==> config.mk <==
export PLATFORM = sky130hd
export DESIGN_NAME = ex_muldiv
export DESIGN_NICKNAME = d
export VERILOG_FILES = /design/src/rtl/ex_muldiv_pkg.sv /design/src/rtl/ex_muldiv_div_core.sv /design/src/rtl/ex_muldiv.sv
export SDC_FILE = /design/constraint.sdc
export NUM_CORES = 1
export LEC_CHECK = 0
export BUFFER_PORTS_ARGS = -buffer_cell sky130_fd_sc_hd__buf_2
export CORE_UTILIZATION = 45
export CTS_CLUSTER_DIAMETER = 100
export CTS_CLUSTER_SIZE = 12
export DETAILED_ROUTE_END_ITERATION = 8
export HOLD_SLACK_MARGIN = 0.08
export PLACE_DENSITY = 0.7
export SLEW_MARGIN = 15
export SYNTH_ARGS = -nofsm -noshare
export SYNTH_HDL_FRONTEND = slang
export SYNTH_SLANG_ARGS = --single-unit
==> constraint.sdc <==
create_clock -name clk -period 7.37 [get_ports clk]
set_input_delay 0.3685 -clock clk [delete_from_list [all_inputs] [get_ports clk]]
set_output_delay 0.3685 -clock clk [all_outputs]
set_load 0.03 [all_outputs]
==> src/rtl/ex_muldiv_pkg.sv <==
// Shared encodings and operand-decode helpers for the multiply/divide unit.
package ex_muldiv_pkg;

  // funct3 encodings of the M-extension instructions
  typedef enum logic [2:0] {
    MD_MUL    = 3'd0,
    MD_MULH   = 3'd1,
    MD_MULHSU = 3'd2,
    MD_MULHU  = 3'd3,
    MD_DIV    = 3'd4,
    MD_DIVU   = 3'd5,
    MD_REM    = 3'd6,
    MD_REMU   = 3'd7
  } md_op_e;

  typedef enum logic [1:0] {
    MD_IDLE = 2'd0,
    MD_CALC = 2'd1,
    MD_DONE = 2'd2
  } md_state_e;

  // All divide/remainder ops have funct3[2] set
  function automatic logic op_is_div(input logic [2:0] op);
    return op[2];
  endfunction

  // rs1 is signed for MULH, MULHSU, DIV, REM
  function automatic logic op_src1_signed(input logic [2:0] op);
    return (op == MD_MULH) || (op == MD_MULHSU) || (op == MD_DIV) || (op == MD_REM);
  endfunction

  // rs2 is signed for MULH, DIV, REM (MULHSU keeps rs2 unsigned)
  function automatic logic op_src2_signed(input logic [2:0] op);
    return (op == MD_MULH) || (op == MD_DIV) || (op == MD_REM);
  endfunction

endpackage

==> src/rtl/ex_muldiv_div_core.sv <==
// Iterative restoring divider on unsigned magnitudes, one quotient bit per
// cycle. The next quotient/remainder are exposed combinationally so the
// parent can register the sign-fixed result on the final iteration edge.
module ex_div_core #(
  parameter int XLEN = 32
) (
  input  logic            clk,
  input  logic            rst,
  input  logic            flush_i,
  input  logic            start_i,
  input  logic [XLEN-1:0] dividend_i,
  input  logic [XLEN-1:0] divisor_i,
  output logic            last_o,
  output logic [XLEN-1:0] quo_nxt_o,
  output logic [XLEN-1:0] rem_nxt_o
);

  localparam int CNT_W = $clog2(XLEN);

  logic            busy_q;
  logic [CNT_W-1:0] cnt_q;
  logic [XLEN-1:0] rem_q;
  logic [XLEN-1:0] quo_q;
  logic [XLEN-1:0] dvs_q;
  logic [XLEN:0]   shifted;
  logic [XLEN:0]   diff;

  // One restoring step: shift in the next dividend bit and try to subtract
  always_comb begin
    shifted   = {rem_q, quo_q[XLEN-1]};
    diff      = shifted - {1'b0, dvs_q};
    rem_nxt_o = shifted[XLEN-1:0];
    quo_nxt_o = {quo_q[XLEN-2:0], 1'b0};
    if (!diff[XLEN]) begin
      rem_nxt_o = diff[XLEN-1:0];
      quo_nxt_o = {quo_q[XLEN-2:0], 1'b1};
    end
    last_o = busy_q && (cnt_q == CNT_W'(XLEN - 1));
  end

  // Iteration counter and working registers
  always_ff @(posedge clk) begin
    if (rst) begin
      busy_q <= 1'b0;
      cnt_q  <= '0;
      rem_q  <= '0;
      quo_q  <= '0;
      dvs_q  <= '0;
    end else if (flush_i) begin
      busy_q <= 1'b0;
      cnt_q  <= '0;
    end else if (start_i) begin
      busy_q <= 1'b1;
      cnt_q  <= '0;
      rem_q  <= '0;
      quo_q  <= dividend_i;
      dvs_q  <= divisor_i;
    end else if (busy_q) begin
      rem_q <= rem_nxt_o;
      quo_q <= quo_nxt_o;
      if (last_o) begin
        busy_q <= 1'b0;
        cnt_q  <= '0;
      end else begin
        cnt_q <= cnt_q + 1'b1;
      end
    end
  end

endmodule

==> src/rtl/ex_muldiv.sv <==
// Multi-cycle RV32M/RV64M execute unit: shift-add multiplier, restoring
// divider (ex_div_core) and valid/ready handshakes on both sides.
//
// state   | meaning
// --------+-----------------------------------------------------------
// MD_IDLE | ready_o=1, waiting for a request
// MD_CALC | iterating multiply or divide, requests stalled upstream
// MD_DONE | valid_o=1, result held until downstream takes it
module ex_muldiv
  import ex_muldiv_pkg::*;
#(
  parameter int XLEN       = 32,
  parameter int MUL_BITS   = 1,
  parameter int REG_ADDR_W = 5
) (
  input  logic                  clk,
  input  logic                  rst,
  input  logic                  valid_i,
  output logic                  ready_o,
  input  logic [2:0]            op_i,
  input  logic [XLEN-1:0]       src1_i,
  input  logic [XLEN-1:0]       src2_i,
  input  logic [REG_ADDR_W-1:0] w_reg_addr_i,
  input  logic                  flush_i,
  output logic                  valid_o,
  input  logic                  ready_i,
  output logic [XLEN-1:0]       result_o,
  output logic [REG_ADDR_W-1:0] w_reg_addr_o,
  output logic                  ex_w_reg_enable_o
);

  localparam int MUL_ITER = XLEN / MUL_BITS;
  localparam int CNT_W    = $clog2(XLEN);

  md_state_e               state_q, state_d;
  md_op_e                  op_q;
  logic [REG_ADDR_W-1:0]   waddr_q;
  logic                    sign1_q, sign2_q;
  logic [XLEN-1:0]         mcand_q;
  logic [2*XLEN-1:0]       acc_q;
  logic [CNT_W-1:0]        cnt_q;
  logic [XLEN-1:0]         result_q;

  logic                    accept;
  logic                    sign1, sign2;
  logic [XLEN-1:0]         mag1, mag2;
  logic                    div_zero, div_ovf, special;
  logic [XLEN-1:0]         special_res;

  logic [XLEN+MUL_BITS-1:0] mul_pp, mul_sum;
  logic [2*XLEN-1:0]       acc_nxt, prod;
  logic                    mul_last;
  logic [XLEN-1:0]         mul_res;

  logic                    div_start, div_last;
  logic [XLEN-1:0]         quo_nxt, rem_nxt, div_res;

  // Request decode: sign flags, magnitudes and divide corner cases
  always_comb begin
    accept   = (state_q == MD_IDLE) && valid_i && !flush_i;
    sign1    = op_src1_signed(op_i) && src1_i[XLEN-1];
    sign2    = op_src2_signed(op_i) && src2_i[XLEN-1];
    mag1     = sign1 ? -src1_i : src1_i;
    mag2     = sign2 ? -src2_i : src2_i;
    div_zero = op_is_div(op_i) && (src2_i == '0);
    div_ovf  = ((op_i == MD_DIV) || (op_i == MD_REM)) &&
               (src1_i == {1'b1, {(XLEN-1){1'b0}}}) && (src2_i == '1);
    special  = div_zero || div_ovf;
    // op_i[1] separates REM/REMU from DIV/DIVU
    special_res = '0;
    if (div_zero)     special_res = op_i[1] ? src1_i : '1;
    else if (div_ovf) special_res = op_i[1] ? '0 : src1_i;
    div_start = accept && op_is_div(op_i) && !special;
  end

  // Multiplier step: add mcand*digit to the high half, shift right MUL_BITS
  always_comb begin
    mul_pp   = {{MUL_BITS{1'b0}}, mcand_q} * {{XLEN{1'b0}}, acc_q[MUL_BITS-1:0]};
    mul_sum  = {{MUL_BITS{1'b0}}, acc_q[2*XLEN-1:XLEN]} + mul_pp;
    acc_nxt  = {mul_sum, acc_q[XLEN-1:MUL_BITS]};
    prod     = (sign1_q ^ sign2_q) ? -acc_nxt : acc_nxt;
    mul_res  = (op_q == MD_MUL) ? prod[XLEN-1:0] : prod[2*XLEN-1:XLEN];
    mul_last = (state_q == MD_CALC) && !op_is_div(op_q) &&
               (cnt_q == CNT_W'(MUL_ITER - 1));
  end

  ex_div_core #(.XLEN(XLEN)) u_div_core (
    .clk        (clk),
    .rst        (rst),
    .flush_i    (flush_i),
    .start_i    (div_start),
    .dividend_i (mag1),
    .divisor_i  (mag2),
    .last_o     (div_last),
    .quo_nxt_o  (quo_nxt),
    .rem_nxt_o  (rem_nxt)
  );

  // Divide sign fix: quotient takes sign1^sign2, remainder takes sign1
  always_comb begin
    if (op_q[1]) div_res = sign1_q ? -rem_nxt : rem_nxt;
    else         div_res = (sign1_q ^ sign2_q) ? -quo_nxt : quo_nxt;
  end

  // State register
  always_ff @(posedge clk) begin
    if (rst) state_q <= MD_IDLE;
    else     state_q <= state_d;
  end

  // Next state; flush wins over accept and over the result handshake
  always_comb begin
    state_d = state_q;
    case (state_q)
      MD_IDLE: if (accept) state_d = special ? MD_DONE : MD_CALC;
      MD_CALC: begin
        if (flush_i)                   state_d = MD_IDLE;
        else if (mul_last || div_last) state_d = MD_DONE;
      end
      MD_DONE: if (flush_i || ready_i) state_d = MD_IDLE;
      default: state_d = MD_IDLE;
    endcase
  end

  // Operand latch at accept, multiplier iteration and result capture
  always_ff @(posedge clk) begin
    if (rst) begin
      op_q     <= MD_MUL;
      waddr_q  <= '0;
      sign1_q  <= 1'b0;
      sign2_q  <= 1'b0;
      mcand_q  <= '0;
      acc_q    <= '0;
      cnt_q    <= '0;
      result_q <= '0;
    end else if (accept) begin
      op_q    <= md_op_e'(op_i);
      waddr_q <= w_reg_addr_i;
      sign1_q <= sign1;
      sign2_q <= sign2;
      mcand_q <= mag1;
      acc_q   <= {{XLEN{1'b0}}, mag2};
      cnt_q   <= '0;
      if (special) result_q <= special_res;
    end else if ((state_q == MD_CALC) && !flush_i) begin
      if (op_is_div(op_q)) begin
        if (div_last) result_q <= div_res;
      end else begin
        acc_q <= acc_nxt;
        if (mul_last) begin
          result_q <= mul_res;
          cnt_q    <= '0;
        end else begin
          cnt_q <= cnt_q + 1'b1;
        end
      end
    end
  end

  assign ready_o           = (state_q == MD_IDLE);
  assign valid_o           = (state_q == MD_DONE);
  assign result_o          = result_q;
  assign w_reg_addr_o      = waddr_q;
  assign ex_w_reg_enable_o = valid_o && (waddr_q != '0);

endmodule
==> tab_implementation.tex <==
\begin{tabular}{lr}
\hline
Metric & Value \\
\hline
\multicolumn{2}{l}{\textbf{Timing}} \\
Endpoints failing hold & 0 \\
Clock Skews & around 16 ps \\
Period utilisation layout & 0.816 \\
RSZ-0062 raised after global routing & false \\
Max-slew headroom at the worst pin & 0.197 \\
Count of pins over their slew limit & 0 \\
Post-route minimum period & 6020 ps \\
Setup TNS & 0 ps \\
Final setup violation count & 0 \\
Achievable clock frequency & 166 MHz \\
Transition time of the tightest slew-check pin & between 1000 and 1500 ps \\
\multicolumn{2}{l}{\textbf{Yosys}} \\
Share of flip-flops with an asynchronous set or reset after synthesis & 0 \\
Register area share after synthesis & 0.256 \\
Post-synth design cell area & roughly 19,000 um2 \\
Average cell area after synthesis & 7.17 um2 \\
Net count after synthesis & 2,846 \\
Share of Yosys cell area claimed by the top area cell type & 0.256 \\
Number of unique standard cell types used by synthesis & 80 \\
Yosys top cell by area & sky130\_fd\_sc\_hd\_\_dfxtp\_1 \\
Synth Register Bits & 247 \\
Top area cells in the synthesized netlist & sky130\_fd\_sc\_hd\_\_dfxtp\_1 (26\%), sky130\_fd\_sc\_hd\_\_a21oi\_1 (7.6\%), sky130\_fd\_sc\_hd\_\_nor2\_1 (6.4\%) \\
EDFF count, synth & 0 \\
Post-synthesis instance total & roughly 2,700 \\
Ys flop type & sky130\_fd\_sc\_hd\_\_dfxtp\_1 \\
Warning count from the yosys run & 0 \\
\multicolumn{2}{l}{\textbf{GRT}} \\
Pin count of the biggest net entering global routing & 94 \\
Wire length of the first global-routing pass & between 100 and 150 mm \\
Vias in the first global route & between 15,000 and 20,000 \\
GR Util All Layers & 0.332 \\
Residual overflow from global routing & 0 \\
Antenna violations before repair & 1 \\
\multicolumn{2}{l}{\textbf{Placed design}} \\
HPWL reported at the end of detailed placement & 56.8 mm \\
Number of input and output port buffers inserted & 116 \\
GPL Wtd Cong & $\sim$1 \\
Number of placed cells counting well taps & 3,189 \\
Post-Place Cell Area & 20,100 um2 \\
\multicolumn{2}{l}{\textbf{Min path}} \\
Hold depth & 2 \\
End of the worst hold path & u\_div\_core.busy\_q \\
Hold path startpoint & flush\_i \\
Tightest Hold Check Type & input pin to flip-flop \\
\multicolumn{2}{l}{\textbf{CTS}} \\
Number of buffers created by CTS & 24 \\
Skew-Pair Late Insertion Delay & roughly 570 ps \\
TritonCTS clock tree & done \\
Total of cells resized after clock tree synthesis & 0 \\
Clk pin slew, worst setup/hold paths & about 70 ps \\
Clk buf depth & 3 \\
Number of levels the H-tree was split into & 1 \\
Clock Root Buffer & sky130\_fd\_sc\_hd\_\_clkbuf\_16 \\
Clock net sink count & between 200 and 250 \\
\multicolumn{2}{l}{\textbf{Floorplan}} \\
DIE HEIGHT & 209 um \\
Area enclosed by the die boundary & 43,700 um2 \\
Number of rows in the core area & 75 \\
Die span in x & 209 um \\
Number of top-level pins & 117 \\
Std-Cell Core Area & roughly 42,000 um2 \\
Starting density of the core & 0.458 \\
\multicolumn{2}{l}{\textbf{Setup path}} \\
Critical Path RT & 7820 ps \\
Minimum setup slack among reg-to-reg paths & roughly 1400 ps \\
Crit end category & flip-flop \\
Register-to-Register Path Depth & 20 \\
Terminus of the critical flop-to-flop path & result\_o[26] \\
FF-to-FF Start & u\_div\_core.dvs\_q[17] \\
Crit path arrival time & between 6000 and 7000 ps \\
CP Max Fanout & 28 \\
Category of the worst setup path launch point & flip-flop \\
Crit Path Category & flip-flop to flip-flop \\
\multicolumn{2}{l}{\textbf{Power and ir drop}} \\
Tot Pwr & 3.99 mW \\
Pleak & about 8 nW \\
Power per cell area & 192 nW/um2 \\
VDD IR max & 0.000142 V \\
\multicolumn{2}{l}{\textbf{Final layout}} \\
Proportion of layout cells with a drive suffix above 1 & 0.0768 \\
Final antenna diode count & 0 \\
Syn-to-layout area delta & 7.68\% \\
Reg area & roughly 4900 um2 \\
Area of all placed cells without fillers & 20,800 um2 \\
Count of nets after finishing & between 2,000 and 3,000 \\
Multi-input gate area in the final layout & between 10,000 and 15,000 um2 \\
Fill cell instance count of the final layout & 4,202 \\
Final Non-Filler Cells & 3,220 \\
\multicolumn{2}{l}{\textbf{Routing}} \\
Count of unresolved DRC violations after routing & 0 \\
DR vias/cell & 6.45 \\
Pre-antenna DRT Iters & 6 \\
Number of vias after detailed routing & 20,800 \\
Total wire length after detailed routing & 74.7 mm \\
Antenna violation net count after detailed routing & 0 \\
DRC violation total after the first TritonRoute iteration & roughly 2,300 \\
Routed len/inst & approximately 23 um \\
\multicolumn{2}{l}{\textbf{Status}} \\
Result of the run & completed \\
\multicolumn{2}{l}{\textbf{Run}} \\
Max-capacitance violation count & 0 \\
\hline
\end{tabular}
## per-stage QoR
step	util	worst slack [ps]	hold WS, ps
floorplan	-	2180	432
global placement	0.477	1670	438
detailed placement	0.477	1530	452
CTS	0.493	1490	94.2
global route	0.493	1010	140
finish	0.493	1350	109
## per-layer routing
metal	share of wire	vias up	global-route usage
met5	0.00015	-	0
met4	0.039	2	0.111
met3	0.097	169	0.0609
met2	0.44	1114	0.529
met1	0.42	9809	0.450
li1	-	9687	-
## report_power, final
part | switching, mW | internal (mW) | leakage, nW
Combinational | 0.956 | 0.445 | 5.58
Sequential | 0.0473 | 1.38 | 2.00
Clock | 0.569 | 0.595 | 0.308
## cell type report
class                           instances  share of cell area
Tap cell                              539              0.0324
Clock inverter                          1            0.000361
Inverter                               68              0.0123
Multi-Input combinational cell       2193               0.647
Clock buffer                           25              0.0301
Sequential cell                       247               0.238
Timing Repair Buffer                  147              0.0400
## synth_stat cells (67+ instances only)
cell and instances:
sky130_fd_sc_hd__dfxtp_1 247, sky130_fd_sc_hd__xnor2_1 113, sky130_fd_sc_hd__xor2_1 92, sky130_fd_sc_hd__o21ai_0 121, sky130_fd_sc_hd__inv_1 67, sky130_fd_sc_hd__clkbuf_1 164
sky130_fd_sc_hd__nand2_1 300, sky130_fd_sc_hd__nor3_1 100, sky130_fd_sc_hd__a21oi_1 294, sky130_fd_sc_hd__ha_1 74, sky130_fd_sc_hd__nor2_1 330, sky130_fd_sc_hd__a211oi_1 112
## cells by family after synthesis
kind of cell,synth area share
flip-flops,0.256
XOR/XNOR,0.0930
buffers and inverters,0.0508
AO/OA/AOI/OAI,0.280
adder cells (fa/ha/maj),0.0500
multiplexers,0.0223
AND/OR/NAND/NOR,0.248
## worst max path at each step
| stage | startpoint | end | cells past startpoint |
|---|---|---|---|
| 6_report | u_div_core.dvs_q[17] | result_o[26] | 20 |
| 4_1_cts | u_div_core.dvs_q[17] | result_o[26] | 20 |
| 3_5_place_dp | u_div_core.dvs_q[17] | result_o[26] | 20 |
| 2_1_floorplan | u_div_core.dvs_q[19] | result_o[26] | 23 |
| 3_3_place_gp | u_div_core.dvs_q[17] | result_o[26] | 20 |
| 5_1_grt | u_div_core.dvs_q[17] | result_o[18] | 21 |
## what timing repair did
action	in CTS	in global routing
hold buffers	5	0
buffers inserted	0	0
endpoints found under the hold margin	5	0
## state kept, by name (all words and copies together), names as in the netlist, 32 cells and up
register / count
u_div_core.rem_q: 32
result_o: 32
u_div_core.dvs_q: 32
acc_q: 64
u_div_core.quo_q: 32
mcand_q: 32
## layout by cell type (no fill, tap or decap), types with 58 or more instances in the layout
cell type and instances:
sky130_fd_sc_hd__a211oi_1 112, sky130_fd_sc_hd__a21oi_1 294, sky130_fd_sc_hd__and2_1 58, sky130_fd_sc_hd__buf_2 115, sky130_fd_sc_hd__dfxtp_1 247, sky130_fd_sc_hd__ha_1 74
sky130_fd_sc_hd__inv_1 67, sky130_fd_sc_hd__nand2_1 300, sky130_fd_sc_hd__nor2_1 329, sky130_fd_sc_hd__nor3_1 99, sky130_fd_sc_hd__o21ai_0 120, sky130_fd_sc_hd__xnor2_1 112
sky130_fd_sc_hd__xor2_1 91
## critical path: stages, from the launching register on
cell                      delay, ps
sky130_fd_sc_hd__dfxtp_1        310
sky130_fd_sc_hd__inv_1           50
sky130_fd_sc_hd__ha_1           420
sky130_fd_sc_hd__a21oi_1        260
sky130_fd_sc_hd__o21ai_2        130
sky130_fd_sc_hd__a211o_1        320
sky130_fd_sc_hd__a221o_1        340
sky130_fd_sc_hd__or3_1          490
sky130_fd_sc_hd__and2_2         270
sky130_fd_sc_hd__inv_2          430
sky130_fd_sc_hd__nor2_1          80
sky130_fd_sc_hd__a21oi_1        190
sky130_fd_sc_hd__ha_1           270
sky130_fd_sc_hd__and2_1         140
sky130_fd_sc_hd__and4_1         210
sky130_fd_sc_hd__nor4b_1        590
sky130_fd_sc_hd__a31oi_1        380
sky130_fd_sc_hd__o31ai_1        380
sky130_fd_sc_hd__xnor2_1        170
sky130_fd_sc_hd__a21oi_1         90
sky130_fd_sc_hd__or3_1          370
No activity file was read; power rests on OpenSTA's default activity.
